[config.mk]
export PLATFORM = sky130hd
export DESIGN_NAME = riscv_step_sequencer
export DESIGN_NICKNAME = d
export VERILOG_FILES = /design/src/rtl/riscv_step_sequencer.sv
export SDC_FILE = /design/constraint.sdc
export NUM_CORES = 1
export LEC_CHECK = 0
export CORE_ASPECT_RATIO = 1.5
export CORE_MARGIN = 3
export CORE_UTILIZATION = 51
export CTS_BUF_LIST = sky130_fd_sc_hd__clkbuf_8
export CTS_CLUSTER_SIZE = 30
export DETAILED_ROUTE_END_ITERATION = 10
export PLACE_DENSITY_LB_ADDON = 0.25
export SETUP_SLACK_MARGIN = 0.1
export SLEW_MARGIN = 25
export SYNTH_ARGS = -nofsm -noshare
export SYNTH_HDL_FRONTEND = slang
export SYNTH_SLANG_ARGS = --single-unit
export TNS_END_PERCENT = 50
[constraint.sdc]
create_clock -name iClk -period 2.9 [get_ports iClk]
set_input_delay 0.725 -clock iClk [delete_from_list [all_inputs] [get_ports iClk]]
set_output_delay 0.725 -clock iClk [all_outputs]
set_load 0.02 [all_outputs]
[src/rtl/riscv_step_sequencer.sv]
// -----------------------------------------------------------------------------
// riscv_step_sequencer
//
// Multi-cycle step sequencer for the RISC-V core, replacing the fixed 5-step
// control ring. It holds a one-hot step vector (step 0 = FETCH, step
// NSTAGES-1 = WRITEBACK) and moves to the next step when the current stage
// reports done. Stages the decoder marks in iSkip are jumped over. Passing
// the last active stage returns the sequencer to step 0 and retires the
// instruction.
//
// Each edge does exactly one of these actions, in priority order:
//   reset > flush > timeout > stall > advance > hold
//
// Parameters:
//   NSTAGES   number of steps, at least 2
//   WAIT_MASK bit i = 1: stage i waits for iRdy[i]; 0: stage i takes one cycle
//   TIMEOUT   maximum wait cycles in one waiting stage; 0 turns the watchdog off
//   CNT_W     width of the retired-instruction counter
//
// Ports:
//   iClk        clock; all state changes on the rising edge
//   iRst        synchronous active-high reset; overrides every other input
//   iRdy        per-stage ready; only the bit of the current step is used
//   iSkip       per-stage skip request from the decoder; bit 0 is ignored
//   iStall      hold the current step and the wait counter
//   iFlush      abandon the current instruction and return to step 0
//   oStep       one-hot current step (registered)
//   oStepIdx    binary index of the current step (registered)
//   oAdvance    combinational; the step moves forward at the next edge
//   oInstrDone  combinational; this advance wraps back to step 0
//   oTimeout    sticky watchdog error flag, cleared only by reset
//   oRetired    number of completed instructions, wraps modulo 2^CNT_W
// -----------------------------------------------------------------------------
module riscv_step_sequencer #(
  parameter int unsigned          NSTAGES   = 5,
  parameter logic [NSTAGES-1:0]   WAIT_MASK = 5'b01101,
  parameter int unsigned          TIMEOUT   = 255,
  parameter int unsigned          CNT_W     = 32
) (
  input  logic                        iClk,
  input  logic                        iRst,
  input  logic [NSTAGES-1:0]          iRdy,
  input  logic [NSTAGES-1:0]          iSkip,
  input  logic                        iStall,
  input  logic                        iFlush,
  output logic [NSTAGES-1:0]          oStep,
  output logic [$clog2(NSTAGES)-1:0]  oStepIdx,
  output logic                        oAdvance,
  output logic                        oInstrDone,
  output logic                        oTimeout,
  output logic [CNT_W-1:0]            oRetired
);

  localparam int unsigned IDX_W = $clog2(NSTAGES);

  // The wait counter only has to reach TIMEOUT; keep at least one bit so the
  // logic stays well formed when the watchdog is disabled.
  localparam int unsigned WCNT_W = (TIMEOUT == 0) ? 1 : $clog2(TIMEOUT + 1);
  localparam logic [WCNT_W-1:0] WCNT_MAX = WCNT_W'(TIMEOUT);

  localparam logic [NSTAGES-1:0] STEP0 = NSTAGES'(1);

  // The single action taken at the next edge (reset is handled separately
  // because it also clears the sticky flag and the counter).
  typedef enum logic [2:0] {
    ACT_HOLD,
    ACT_ADVANCE,
    ACT_STALL,
    ACT_TIMEOUT,
    ACT_FLUSH
  } act_e;

  logic [WCNT_W-1:0] wait_cnt;
  logic              stage_done;
  logic              stage_waits;
  logic              wd_hit;
  logic [IDX_W-1:0]  nxt_idx;
  act_e              act;

  // Step 0 is always executed, so its skip bit carries no information.
  logic unused_skip0;
  assign unused_skip0 = iSkip[0];

  // oStep is one-hot, so AND-reducing against it selects the current stage's
  // mask and ready bits without a decoder on oStepIdx.
  assign stage_waits = |(oStep & WAIT_MASK);
  assign stage_done  = |(oStep & (~WAIT_MASK | iRdy));

  // The watchdog fires only in a waiting stage that has already waited
  // TIMEOUT cycles and still is not done at this edge.
  assign wd_hit = (TIMEOUT != 0) && stage_waits && (wait_cnt == WCNT_MAX) && !stage_done;

  // Successor: lowest non-skipped stage above the current one, else step 0.
  // Scanning downwards lets the lowest qualifying stage overwrite the others.
  always_comb begin
    // NOTE: every always_comb output gets a default first, so no path can
    // leave it unassigned and infer a latch.
    nxt_idx = '0;
    for (int j = NSTAGES - 1; j >= 1; j--) begin
      if (j > int'(oStepIdx) && !iSkip[j]) begin
        nxt_idx = IDX_W'(j);
      end
    end
  end

  always_comb begin
    act = ACT_HOLD;
    if (iFlush) begin
      act = ACT_FLUSH;
    end else if (wd_hit) begin
      act = ACT_TIMEOUT;
    end else if (iStall) begin
      act = ACT_STALL;
    end else if (stage_done) begin
      act = ACT_ADVANCE;
    end
  end

  // A timeout cycle always has stage_done = 0, so it can never look like an
  // advance here.
  assign oAdvance   = (act == ACT_ADVANCE) && !iRst;
  assign oInstrDone = oAdvance && (nxt_idx == '0);

  always_ff @(posedge iClk) begin
    // NOTE: state registers use non-blocking assignments so every register
    // samples the pre-edge values, independent of statement order.
    if (iRst) begin
      // NOTE: the reset is synchronous and covers every register; there is
      // no storage array here that could be left unreset.
      oStep    <= STEP0;
      oStepIdx <= '0;
      wait_cnt <= '0;
      oTimeout <= 1'b0;
      oRetired <= '0;
    end else begin
      case (act)
        ACT_FLUSH: begin
          oStep    <= STEP0;
          oStepIdx <= '0;
          wait_cnt <= '0;
        end
        ACT_TIMEOUT: begin
          oStep    <= STEP0;
          oStepIdx <= '0;
          wait_cnt <= '0;
          oTimeout <= 1'b1;
        end
        ACT_STALL: begin
          // Step and wait counter hold; the watchdog does not count.
        end
        ACT_ADVANCE: begin
          oStep    <= STEP0 << nxt_idx;
          oStepIdx <= nxt_idx;
          wait_cnt <= '0;
          if (nxt_idx == '0) begin
            oRetired <= oRetired + CNT_W'(1);
          end
        end
        default: begin
          // Hold: count waiting cycles, saturating at TIMEOUT.
          if (wait_cnt != WCNT_MAX) begin
            wait_cnt <= wait_cnt + WCNT_W'(1);
          end
        end
      endcase
    end
  end

  // The step vector must stay one-hot and agree with the binary index.
  a_step_consistent : assert property (
    @(posedge iClk) disable iff (iRst)
      $onehot(oStep) && (oStep == (STEP0 << oStepIdx))
  );

endmodule

==> flow_metrics.tcl, run 1 <==
set metrics [dict create \
    status "completed" \
    multi_input_area_sq_mm 0.00134 \
    synthToLayoutAreaGrowth_pct 35.0 \
    fin_area_sq_mm 0.00322 \
    holdPathStages 2 \
    port-buffer-count 53 \
    fin_cells 407 \
    ant_nets 0 \
    dp_cells 399 \
    finalCriticalPeriod_ps 2730 \
    drtPass1Iterations 4 \
    rsz0062_at_grt "true" \
    ios 57 \
    synthArstFlopShare_pct 0 \
    core_region_area_sq_mm 0.00435 \
    cts_root_buffer "clkbuf_8" \
    cts_setup_buffers 0 \
    hold_path_end "oStep[4]$_SDFFE_PP0P_" \
    die_width_um 61.9 \
    peakVddDrop_v 0.000317 \
    drive_above_1_share_pct 14.4 \
    grt.overflow.total 0 \
    cts_htree_levels 2 \
    period_share_pct 94.3 \
    grt.total_usage_pct 22.5 \
    layout_commonest_cell "clkdlybuf4s50_1" \
    setup_violations 0 \
    die_area_sq_mm 0.00555 \
    ys_dominant_reg_cell "dfxtp_1" \
    drt_first_iter_violations 138 \
    critPathMaxFanout 2 \
    worstHoldStart "oStep[4]$_SDFFE_PP0P_" \
    r2r_setup_slack_ps 600 \
    syn-instance-count 283 \
    syn_nets 299 \
    synth_cell_types 43 \
    r2r-end "oRetired[23]$_SDFFE_PP0P_" \
    powerDensity_mw_per_mm2 375 \
    clock_latency_ps 300 \
    relSlewSlack_pct 66.5 \
    tightest_slew_ps 498 \
    leakagePower_uw 0.00109 \
    netlist_area_sq_mm 0.00239 \
    fin_nets 376 \
    vias 2360 \
    seq_area_frac_synth_pct 41.1 \
    die_h_um 89.8 \
    grt_pass1_wl_mm 9.98 \
    syn_avg_cell_area_sq_um 8.43 \
    seq_area_sq_um 981 \
    nFillCells 349 \
    reg2reg_from "oStepIdx[2]$_SDFFE_PP0P_" \
    place_area_sq_mm 0.00313 \
    vias_per_cell 5.80 \
    crit_type "in2out" \
    dp_hpwl_mm 4.37 \
    gp_congestion 0.816 \
    start_util_pct 54.8 \
    endpoint_kind "output port" \
    diodes 0 \
    synth-edff-count 0 \
    critPathArrivalTime_ps 2010 \
    hold_viol_final 0 \
    drv_slew 0 \
    antenna_found_initial 0 \
    wl_per_cell_um 14.3 \
    max_cap_violations 0 \
    grt_max_degree 36 \
    path_clk_slew_ps 80 \
    cp-start-kind "input port" \
    rr_worst_depth 7 \
    required_ps 2170 \
    layout_common_cells "50 x clkdlybuf4s50_1, 49 x dfxtp_1, 35 x nor2_1" \
    rows 29 \
    fin_skew_ps 7.33 \
    synth-seq-cells 49 \
    wirelength_mm 5.83 \
    grt_pass1_vias 2285 \
    synth_warnings 0 \
    drcViolationCount 0 \
    fmax_mhz 366 \
    cts_tree "built" \
    hold_class "reg2reg" \
    cts.sinks 49 \
    clock_path_buffers 2 \
    cts_buffers 5 \
]
==> layout make-up <==
cell class,instances,share of cell area (%)
Clock inverter,1,0.155
Multi-Input combinational cell,219,41.6
Clock buffer,7,2.99
Sequential cell,49,30.4
Timing Repair Buffer,80,22.5
Tap cell,46,1.79
Inverter,5,0.583
==> routing by layer <==
| layer | share of wire (%) | up-vias | GRT usage [%] |
|---|---|---|---|
| li1 | - | 1182 | - |
| met1 | 41 | 1112 | 27.2 |
| met2 | 54 | 61 | 38.6 |
| met3 | 3.9 | 5 | 4.15 |
| met4 | 1.1 | 0 | 6.55 |
| met5 | 0 | - | 0 |
==> power breakdown <==
part	leakage [uW]	internal, uW	switching, uW	total [uW]
clock	0.0000542	216	215	431
combinational	0.000643	47.4	51.1	98.5
sequential	0.000395	675	3.98	679
total	0.00109	938	270	1210
==> state kept, by name, summed over array words and instances (netlist names) <==
register,count
oStepIdx,3
oRetired,32
oTimeout,1
oStep,5
wait_cnt,8
==> cell families (layout without fill, tap and decap cells) <==
kind of cell,count (synthesis),in the layout,synth area share (%)
simple gates,139,139,31.7
compound gates,55,55,14.4
flops,49,49,41.1
xor+xnor,20,20,7.34
buf+inv,15,93,2.88
mux,3,3,1.47
fa+ha+maj,2,2,1.05
==> synth_stat cells, types with 2 or more instances <==
cell	count	area (sq um)
a22oi_1	2	15.0
buf_2	2	10.0
nor2b_1	2	12.5
clkbuf_1	7	26.3
nor4_1	5	31.3
and3_1	4	25.0
o31ai_1	5	37.5
nand4_1	14	87.6
nor4_4	2	42.5
nor3_1	6	30.0
a21oi_1	23	115
xnor2_1	7	61.3
and4_1	2	17.5
nand2_1	21	78.8
nand3_1	21	105
a211oi_1	2	15.0
or3_1	12	75.1
nor2_1	36	135
a211oi_2	3	37.5
dfxtp_1	49	981
inv_1	5	18.8
or4_1	5	37.5
o21ai_0	14	70.1
mux2i_1	2	20.0
xor2_1	13	114
ha_1	2	25.0
==> per-stage QoR <==
| step | hold WS [ps] | setup TNS (ps) | util, % | setup slack, ps | total power (uW) |
|---|---|---|---|---|---|
| after detailed placement | 478 | -1880 | 71.8 | -449 | 793 |
| final | 490 | 0 | 74.0 | 167 | 1210 |
| after global placement | 472 | -1090 | 71.8 | -408 | 792 |
| after floorplan | 486 | 0 | - | 260 | 744 |
| after global routing | 523 | 0 | 74.0 | 89.4 | 1260 |
| after CTS | 492 | 0 | 74.1 | 105 | 1220 |
==> critical path, cell delays in order <==
cell and delay [ps]:
clkdlybuf4s50_1 470, nor2_1 70, nor4_4 340, nand2_1 140
nor2_2 110, buf_4 150
==> what timing repair did <==
| action | CTS | global route |
|---|---|---|
| resized for setup | 8 | 2 |
| hold buffers | 0 | 0 |
| endpoints found under the setup margin | 2 | 2 |
| pin swaps | 2 | 0 |
==> worst max path at each step <==
stage / startpoint / end / slack (ps)
final: iSkip[4] / oInstrDone / 170
after global routing: iSkip[4] / oInstrDone / 90
after CTS: iFlush / oAdvance / 110
after detailed placement: iSkip[3] / oInstrDone / -450
after global placement: iSkip[3] / oInstrDone / -410
after floorplan: iSkip[2] / oInstrDone / 260
Note: power is estimated with default switching activity, not from simulation.
==> run 2: changes to the inputs <==
Settings changed: MAX_ROUTING_LAYER set to met4, SLEW_MARGIN 25 to 20.
==> run 2 against run 1 <==
Non-clock buffer count stayed put. Final area unchanged. Setup slack improved by 9.8 ps. Clock skew shrank 1.0 ps. Sequential share of layout area unchanged. Clock-buffer cell count did not move. Largest power group unchanged. Highest routed layer unchanged.
==> flow_metrics.tcl, run 2 (synthesized netlist as in run 1, its figures left out) <==
set metrics [dict create \
    synthToLayoutAreaGrowth_pct 35.0 \
    cts_buffers 5 \
    hold_viol_final 0 \
    power.internal_uw 938 \
    grt_pass1_vias 2289 \
    fin_util_pct 74.0 \
    cts_tree "built" \
    rows 29 \
    use_met1_pct 27.0 \
    power_frac_comb_pct 8.2 \
    cts_htree_levels 2 \
    drtPass1Iterations 4 \
    endpoint_kind "output port" \
    cpMaxStageDelayCell "clkdlybuf4s50_1" \
    layout_commonest_cell "clkdlybuf4s50_1" \
    grt.total_usage_pct 23.0 \
    rsz0062_at_grt "true" \
    vias_per_cell 5.80 \
    clock_path_buffers 2 \
    wl_per_cell_um 14.3 \
    hold_class "reg2reg" \
    leakagePower_uw 0.00109 \
    die_area_sq_mm 0.00555 \
    pwr-share-seq_pct 56.2 \
    fin_skew_ps 6.32 \
    pwr-share-clk_pct 35.6 \
    required_ps 2170 \
    switching_share_pct 22.3 \
    fin_setup_tns_ps 0 \
    grt_pass1_wl_mm 9.94 \
    crit_chain "clkdlybuf4s50_1, nor2_1, nor4_4, nand2_1, nor2_2, buf_4" \
    setup_violations 0 \
    worst_slack_ps 176 \
    layout_common_cells "50 x clkdlybuf4s50_1, 49 x dfxtp_1, 35 x nor2_1" \
    drive_above_1_share_pct 14.4 \
    die_width_um 61.9 \
    fmax_mhz 367 \
    crit_type "in2out" \
    largestRegisters "oRetired: 32 flops, wait_cnt: 8 flops, oStep: 5 flops" \
    dp_slack_ps -449 \
    die_h_um 89.8 \
    path_clk_slew_ps 80 \
    critPathArrivalTime_ps 2000 \
    wirelength_mm 5.84 \
    largest_reg_flops 32 \
    critPathMaxFanout 2 \
    dp_hpwl_mm 4.37 \
    cts.sinks 49 \
    core_region_area_sq_mm 0.00435 \
    diodes 0 \
    critical-path-max-stage-delay_ps 460 \
    gp_congestion 0.828 \
    vias 2361 \
    ios 57 \
    ant_nets 0 \
    finalCriticalPeriod_ps 2720 \
    grt_use_met3_pct 4.01 \
    start_util_pct 54.8 \
    powerDensity_mw_per_mm2 375 \
    relSlewSlack_pct 66.8 \
    drt_first_iter_violations 140 \
    drv_slew 0 \
    status "completed" \
    fin_nets 376 \
    largest-register "oRetired" \
    grt_max_degree 36 \
    p_sw_uw 270 \
    grt_use_met2_pct 38.7 \
    antenna_found_initial 0 \
    port-buffer-count 53 \
    cp-start-kind "input port" \
    drcViolationCount 0 \
    nFillCells 349 \
    cts_root_buffer "clkbuf_8" \
    max_cap_violations 0 \
    clock_latency_ps 300 \
    period_share_pct 93.9 \
    tightest_slew_ps 493 \
    peakVddDrop_v 0.000316 \
    busiest_layer "met2" \
    grt.overflow.total 0 \
]
run 2: cell counts in the layout (fill, tap and decap cells not counted):
No cell type changed its count.
run 2: what timing repair did:
action / CTS / global route
pin swaps: 2 / 0
hold endpoints to repair: 0 / 0
gates resized for setup: 8 / 2
hold buffers: 0 / 0
endpoints found under the setup margin: 2 / 2
setup buffers: 0 / 0
run 2: layer usage:
metal	share of wire, %	wire length, um
met5	0	0
met4	1.3	74
met3	3.6	213
met2	54	3140
met1	41	2420
run 2: layout make-up:
type	instances	area, sq um	share of cell area (%)
multi-input combinational	219	1340	41.6
sequential	49	981	30.4
timing repair buffer	80	724	22.5
clock buffer	7	96.3	2.99
tap	46	57.6	1.79
inverter	5	18.8	0.583
clock inverter	1	5.00	0.155
run 2: path summary, 6_finish.rpt:
kind / slack, ps / cells past startpoint / start / endpoint
worst max-delay path: 180 / 6 / iSkip[4] / oInstrDone
worst min-delay path: 490 / 2 / oStep[4]$_SDFFE_PP0P_ / oStep[4]$_SDFFE_PP0P_
worst max register to register: 610 / 7 / oStepIdx[2]$_SDFFE_PP0P_ / oRetired[23]$_SDFFE_PP0P_
worst min register to register: 490 / 2 / oStep[4]$_SDFFE_PP0P_ / oStep[4]$_SDFFE_PP0P_
run 2: metrics by stage:
step / hold WS [ps] / instance area (sq um) / instances / total power (uW)
3_3_place_gp: 472 / 3130 / 399 / 792
4_1_cts: 492 / 3230 / 407 / 1220
6_report: 492 / 3220 / 407 / 1210
3_5_place_dp: 478 / 3130 / 399 / 793
5_1_grt: 523 / 3220 / 407 / 1260
2_1_floorplan: 486 / 2390 / 283 / 744
run 2: critical path: cells and delay by family:
kind / cells / cell delay [ps]
buffers and inverters: 2 / 610
and+or+nand+nor: 4 / 650
run 2: power groups by stage:
| stage | Clock [uW] | Combinational, uW | Sequential (uW) |
|---|---|---|---|
| floorplan | 0 | 47.0 | 697 |
| global placement | 0 | 96.9 | 695 |
| detailed placement | 0 | 98.3 | 695 |
| CTS | 442 | 98.2 | 679 |
| global route | 473 | 107 | 680 |
| finish | 430 | 98.6 | 679 |
==> run 3: changes to the inputs <==
Settings changed: CAP_MARGIN set to 25, CORE_UTILIZATION 51 to 49, CTS_BUF_LIST sky130_fd_sc_hd__clkbuf_8 to unset.
==> run 3 against run 2 <==
Worst hold slack worse by 6.1 ps. Clock-buffer cell count down 2. Fmax down 0.48%. Largest cell class unchanged.
==> flow_metrics.tcl, run 3 (synthesized netlist as in run 1, its figures left out) <==
set metrics [dict create \
    status "completed" \
    drv_slew 0 \
    wl_per_cell_um 13.4 \
    hold_viol_final 0 \
    hold_slack_ps 486 \
    die_area_sq_mm 0.00576 \
    drtPass1Iterations 4 \
    clock_path_buffers 2 \
    cts_buffers 5 \
    cts_htree_levels 2 \
    clock_latency_ps 300 \
    powerDensity_mw_per_mm2 360 \
    critPathMaxFanout 2 \
    grt_max_degree 36 \
    path_clk_slew_ps 80 \
    nFillCells 383 \
    largest-register "oRetired" \
    vias 2365 \
    grt.total_usage_pct 21.7 \
    multi_input_area_sq_mm 0.00135 \
    die_h_um 91.5 \
    rsz0062_at_grt "true" \
    finalCriticalPeriod_ps 2740 \
    seq_area_sq_um 981 \
    synthToLayoutAreaGrowth_pct 35.6 \
    fin_nets 376 \
    fin_cells 425 \
    drt_first_iter_violations 106 \
    r2r-end "oRetired[26]$_SDFFE_PP0P_" \
    grt.overflow.total 0 \
    port-buffer-count 53 \
    largestRegisters "oRetired: 32 flops, wait_cnt: 8 flops, oStep: 5 flops" \
    start_util_pct 51.7 \
    hold_path_end "oRetired[31]$_SDFFE_PP0P_" \
    crit_chain "clkdlybuf4s50_1, nor2_1, nor4_4, nand2_2, nor2_2, buf_4" \
    required_ps 2170 \
    ant_nets 0 \
    cts.sinks 49 \
    critical-path-max-stage-delay_ps 460 \
    worstHoldStart "oRetired[31]$_SDFFE_PP0P_" \
    fmax_mhz 365 \
    relSlewSlack_pct 64.1 \
    drcViolationCount 0 \
    cp-start-kind "input port" \
    dp_cells 416 \
    holdPathStages 2 \
    hold_class "reg2reg" \
    cts_tree "built" \
    gp_congestion 0.889 \
    layout_commonest_cell "clkdlybuf4s50_1" \
    leakagePower_uw 0.00108 \
    period_share_pct 94.4 \
    layout_common_cells "50 x clkdlybuf4s50_1, 49 x dfxtp_1, 35 x nor2_1" \
    endpoint_kind "output port" \
    largest_reg_flops 32 \
    cts_root_buffer "clkbuf_8" \
    r2r_setup_slack_ps 630 \
    core_region_area_sq_mm 0.00462 \
    rows 30 \
    critPathArrivalTime_ps 2010 \
    fin_skew_ps 7.35 \
    grt_pass1_vias 2330 \
    rr_worst_depth 5 \
    ios 57 \
    wirelength_mm 5.71 \
    grt_pass1_wl_mm 10.0 \
    die_width_um 63.0 \
    antenna_found_initial 0 \
    peakVddDrop_v 0.000354 \
    reg2reg_from "oRetired[2]$_SDFFE_PP0P_" \
    tightest_slew_ps 533 \
    max_cap_violations 0 \
    diodes 0 \
    vias_per_cell 5.56 \
    cpMaxStageDelayCell "clkdlybuf4s50_1" \
    setup_violations 0 \
    dp_hpwl_mm 4.36 \
    crit_type "in2out" \
    drive_above_1_share_pct 15.0 \
]
## run 3: cell types whose count changed in the layout (fill, tap and decap cells not counted), sizes merged
cell	change
clkinvlp	+1
clkinv	+1
clkbuf	-2
## run 3: repair_timing
action | in CTS | in global routing
setup endpoints to repair | 2 | 2
pin swaps | 2 | 2
endpoints found under the hold margin | 0 | 0
gates resized for setup | 8 | 4
hold buffers | 0 | 0
buffers inserted | 0 | 1
## run 3: where the power goes
group / internal, uW / total, uW / switching [uW]
Sequential: 675 / 679 / 3.93
Clock: 167 / 390 / 224
Combinational: 46.4 / 96.8 / 50.3
## run 3: final cells by class
class / instances / share of cell area (%)
Clock buffer: 5 / 2.13
Tap cell: 64 / 2.47
Clock inverter: 3 / 0.541
Inverter: 5 / 0.580
Sequential cell: 49 / 30.3
Timing Repair Buffer: 80 / 22.4
Multi-Input combinational cell: 219 / 41.6
## run 3: critical path, delay by kind of cell
| family | cells | cell delay (ps) |
|---|---|---|
| and+or+nand+nor | 4 | 660 |
| buffers and inverters | 2 | 620 |
## run 3: worst max path at each step
stage,startpoint,end,slack [ps]
after floorplan,iSkip[2],oInstrDone,260
after global placement,iSkip[3],oInstrDone,-430
after detailed placement,iSkip[3],oInstrDone,-450
after CTS,iRdy[2],oAdvance,100
after global routing,iSkip[4],oInstrDone,50
final,iSkip[4],oInstrDone,160
## run 3: per-layer routing
layer  GRT usage, %  vias to the layer above  wire length (um)
li1               -                     1182                 -
met1           23.1                     1118              2340
met2           38.8                       57              3050
met3           4.08                        8               209
met4           9.02                        0               106
met5              -                        -                 0
## run 3: per-stage QoR
step | instance area, sq um | power, uW | util, % | TNS, ps | setup slack [ps]
floorplan | 2390 | 744 | - | 0 | 260
finish | 3240 | 1170 | 70.1 | 0 | 163
detailed placement | 3140 | 791 | 68.0 | -765 | -445
global placement | 3140 | 789 | 68.0 | -642 | -428
global route | 3240 | 1220 | 70.1 | 0 | 53.3
CTS | 3230 | 1180 | 69.9 | 0 | 99.9
==> patch, RTL diff (config.mk and constraints of run 3) <==
Set the parameter `TIMEOUT` to 510 (it was 255).
--- a/src/rtl/riscv_step_sequencer.sv
+++ b/src/rtl/riscv_step_sequencer.sv
@@ -34,7 +34,7 @@
 module riscv_step_sequencer #(
   parameter int unsigned          NSTAGES   = 5,
   parameter logic [NSTAGES-1:0]   WAIT_MASK = 5'b01101,
-  parameter int unsigned          TIMEOUT   = 255,
+  parameter int unsigned          TIMEOUT   = 510,
   parameter int unsigned          CNT_W     = 32
 ) (
   input  logic                        iClk,
Behaviour: no difference found for any inputs over 10 cycles, from zero or initial values and one cycle with iRst high; that may be too few to reach the edited logic, so the function may still have changed.
==> patch against run 3 <==
Final area grew 0.15%; power is 2.9% higher; area after synthesis fell by 1.4%; worst setup slack worse by 0.031 ns; largest power group unchanged; combinational power down 11%; routed wire length down 3.5%; sequential cell count up 1.
==> patch: results (changes against run 3) <==
via_per_inst: 5.61  # +0.86%
grt.total_usage: 0.210  # -0.00681
place_area_um2: 3120  # -0.80%
min-delay-start: "oTimeout$_SDFFE_PP0N_"
fin_skew_ns: 0.00524  # -0.00211 ns
yosys-top-cells-count: "50 x dfxtp_1, 27 x nor2_1, 24 x a21oi_1, 18 x or3_1"
hold_ws_ns: 0.490  # +0.00413 ns
min_period_over_period: 0.954  # +0.0106
peakVddDrop_uv: 326  # -7.7%
p_leak_nw: 1.06  # -1.9%
syn-instance-count: 271  # -4.2%
gp_congestion: 0.854  # -4.0%
max-slew-margin-rel: 0.507  # -0.134
routed-via-count: 2318  # -2.0%
whs_path_depth: 1  # -1
grt_max_degree: 37  # +2.8%
status: "finished, final reports clean"
r2r_end: "oRetired[29]$_SDFFE_PP0P_"
grt_pass1_wl_mm: 9.57  # -4.6%
startpoint: "iRdy[2]"
clockBufferDepth: 2  # unchanged
overflow: 0  # unchanged
dpl_worst_slack_ns: -0.388  # +0.0570 ns
grt_pass1_vias: 2200  # -5.6%
nNetsFinal: 365  # -2.9%
layout-drive-gt1-share: 0.138  # -0.0120
routedWlPerCell_um: 13.3  # -0.65%
worstRegToRegCells: 8  # +3
hold_end: "oTimeout$_SDFFE_PP0N_"
dpl.hpwl_mm: 3.97  # -8.8%
ys_types: 44  # +2.3%
yosysSeqAreaShare: 0.426  # +0.0144
top_regs: "oRetired (32), wait_cnt (9), oStep (5)"
netlist_top_cells_area: "dfxtp_1 43%, a21oi_1 5.1%, or3_1 4.8%"
drt_iter0_markers: 113  # +6.6%
root_buffer: "clkbuf_8"
r2r_start: "oStep[2]$_SDFFE_PP0P_"
crit_end: "oAdvance"
cp.arrival_ns: 2.04  # +0.03 ns
[patch: changes by cell type after synthesis, sizes merged, moves of 3 or more]
cell    delta
inv        +7
nand2      -4
nor3       -6
and2       +5
a22o       +4
xor2       -4
clkbuf     -3
or3        +6
nand3     -11
o21ai      +3
nor2       -9
[patch: cells by family after synthesis]
group | count (synthesis) | share of synthesized area
AND/OR/NAND/NOR | 115 | 0.273
buffers and inverters | 18 | 0.0293
adder cells (fa/ha/maj) | 3 | 0.0160
flip-flops | 50 | 0.426
XOR/XNOR | 14 | 0.0521
multiplexers | 3 | 0.0138
AO/OA/AOI/OAI | 68 | 0.190
[patch: critical path: stages]
cell,delay (ns)
clkdlybuf4s50_1,0.47
a211oi_2,0.08
buf_4,0.16
a2111oi_4,0.38
buf_2,0.23
[patch: cell type report]
type                    instances  area, µm²
flip-flops and latches         50       1000
fillers                       388       1340
clock buffers                   6       82.6
well taps                      64       80.1
multi-input cells             203       1320
inverters                      12       45.0
repair buffers                 76        699
clock inverters                 2       12.5
[patch: routing by layer]
| layer | track usage | share of wire | routed length, µm | vias to the layer above |
|---|---|---|---|---|
| met5 | - | 0 | 0 | - |
| met4 | 0.0829 | 0.018 | 101 | 0 |
| met3 | 0.0436 | 0.037 | 206 | 11 |
| met2 | 0.359 | 0.50 | 2770 | 55 |
| met1 | 0.239 | 0.44 | 2430 | 1093 |
| li1 | - | - | - | 1159 |
[patch: report_power, final]
group,switching [mW],internal (mW)
Combinational,0.0443,0.0417
Sequential,0.00418,0.689
Clock,0.229,0.192
[patch: repair_timing]
item | 4_1_cts | 5_1_grt
gates cloned | 0 | 0
resized for setup | 10 | 6
hold endpoints to repair | 0 | 0
pin swaps | 1 | 2
endpoints found under the setup margin | 2 | 10
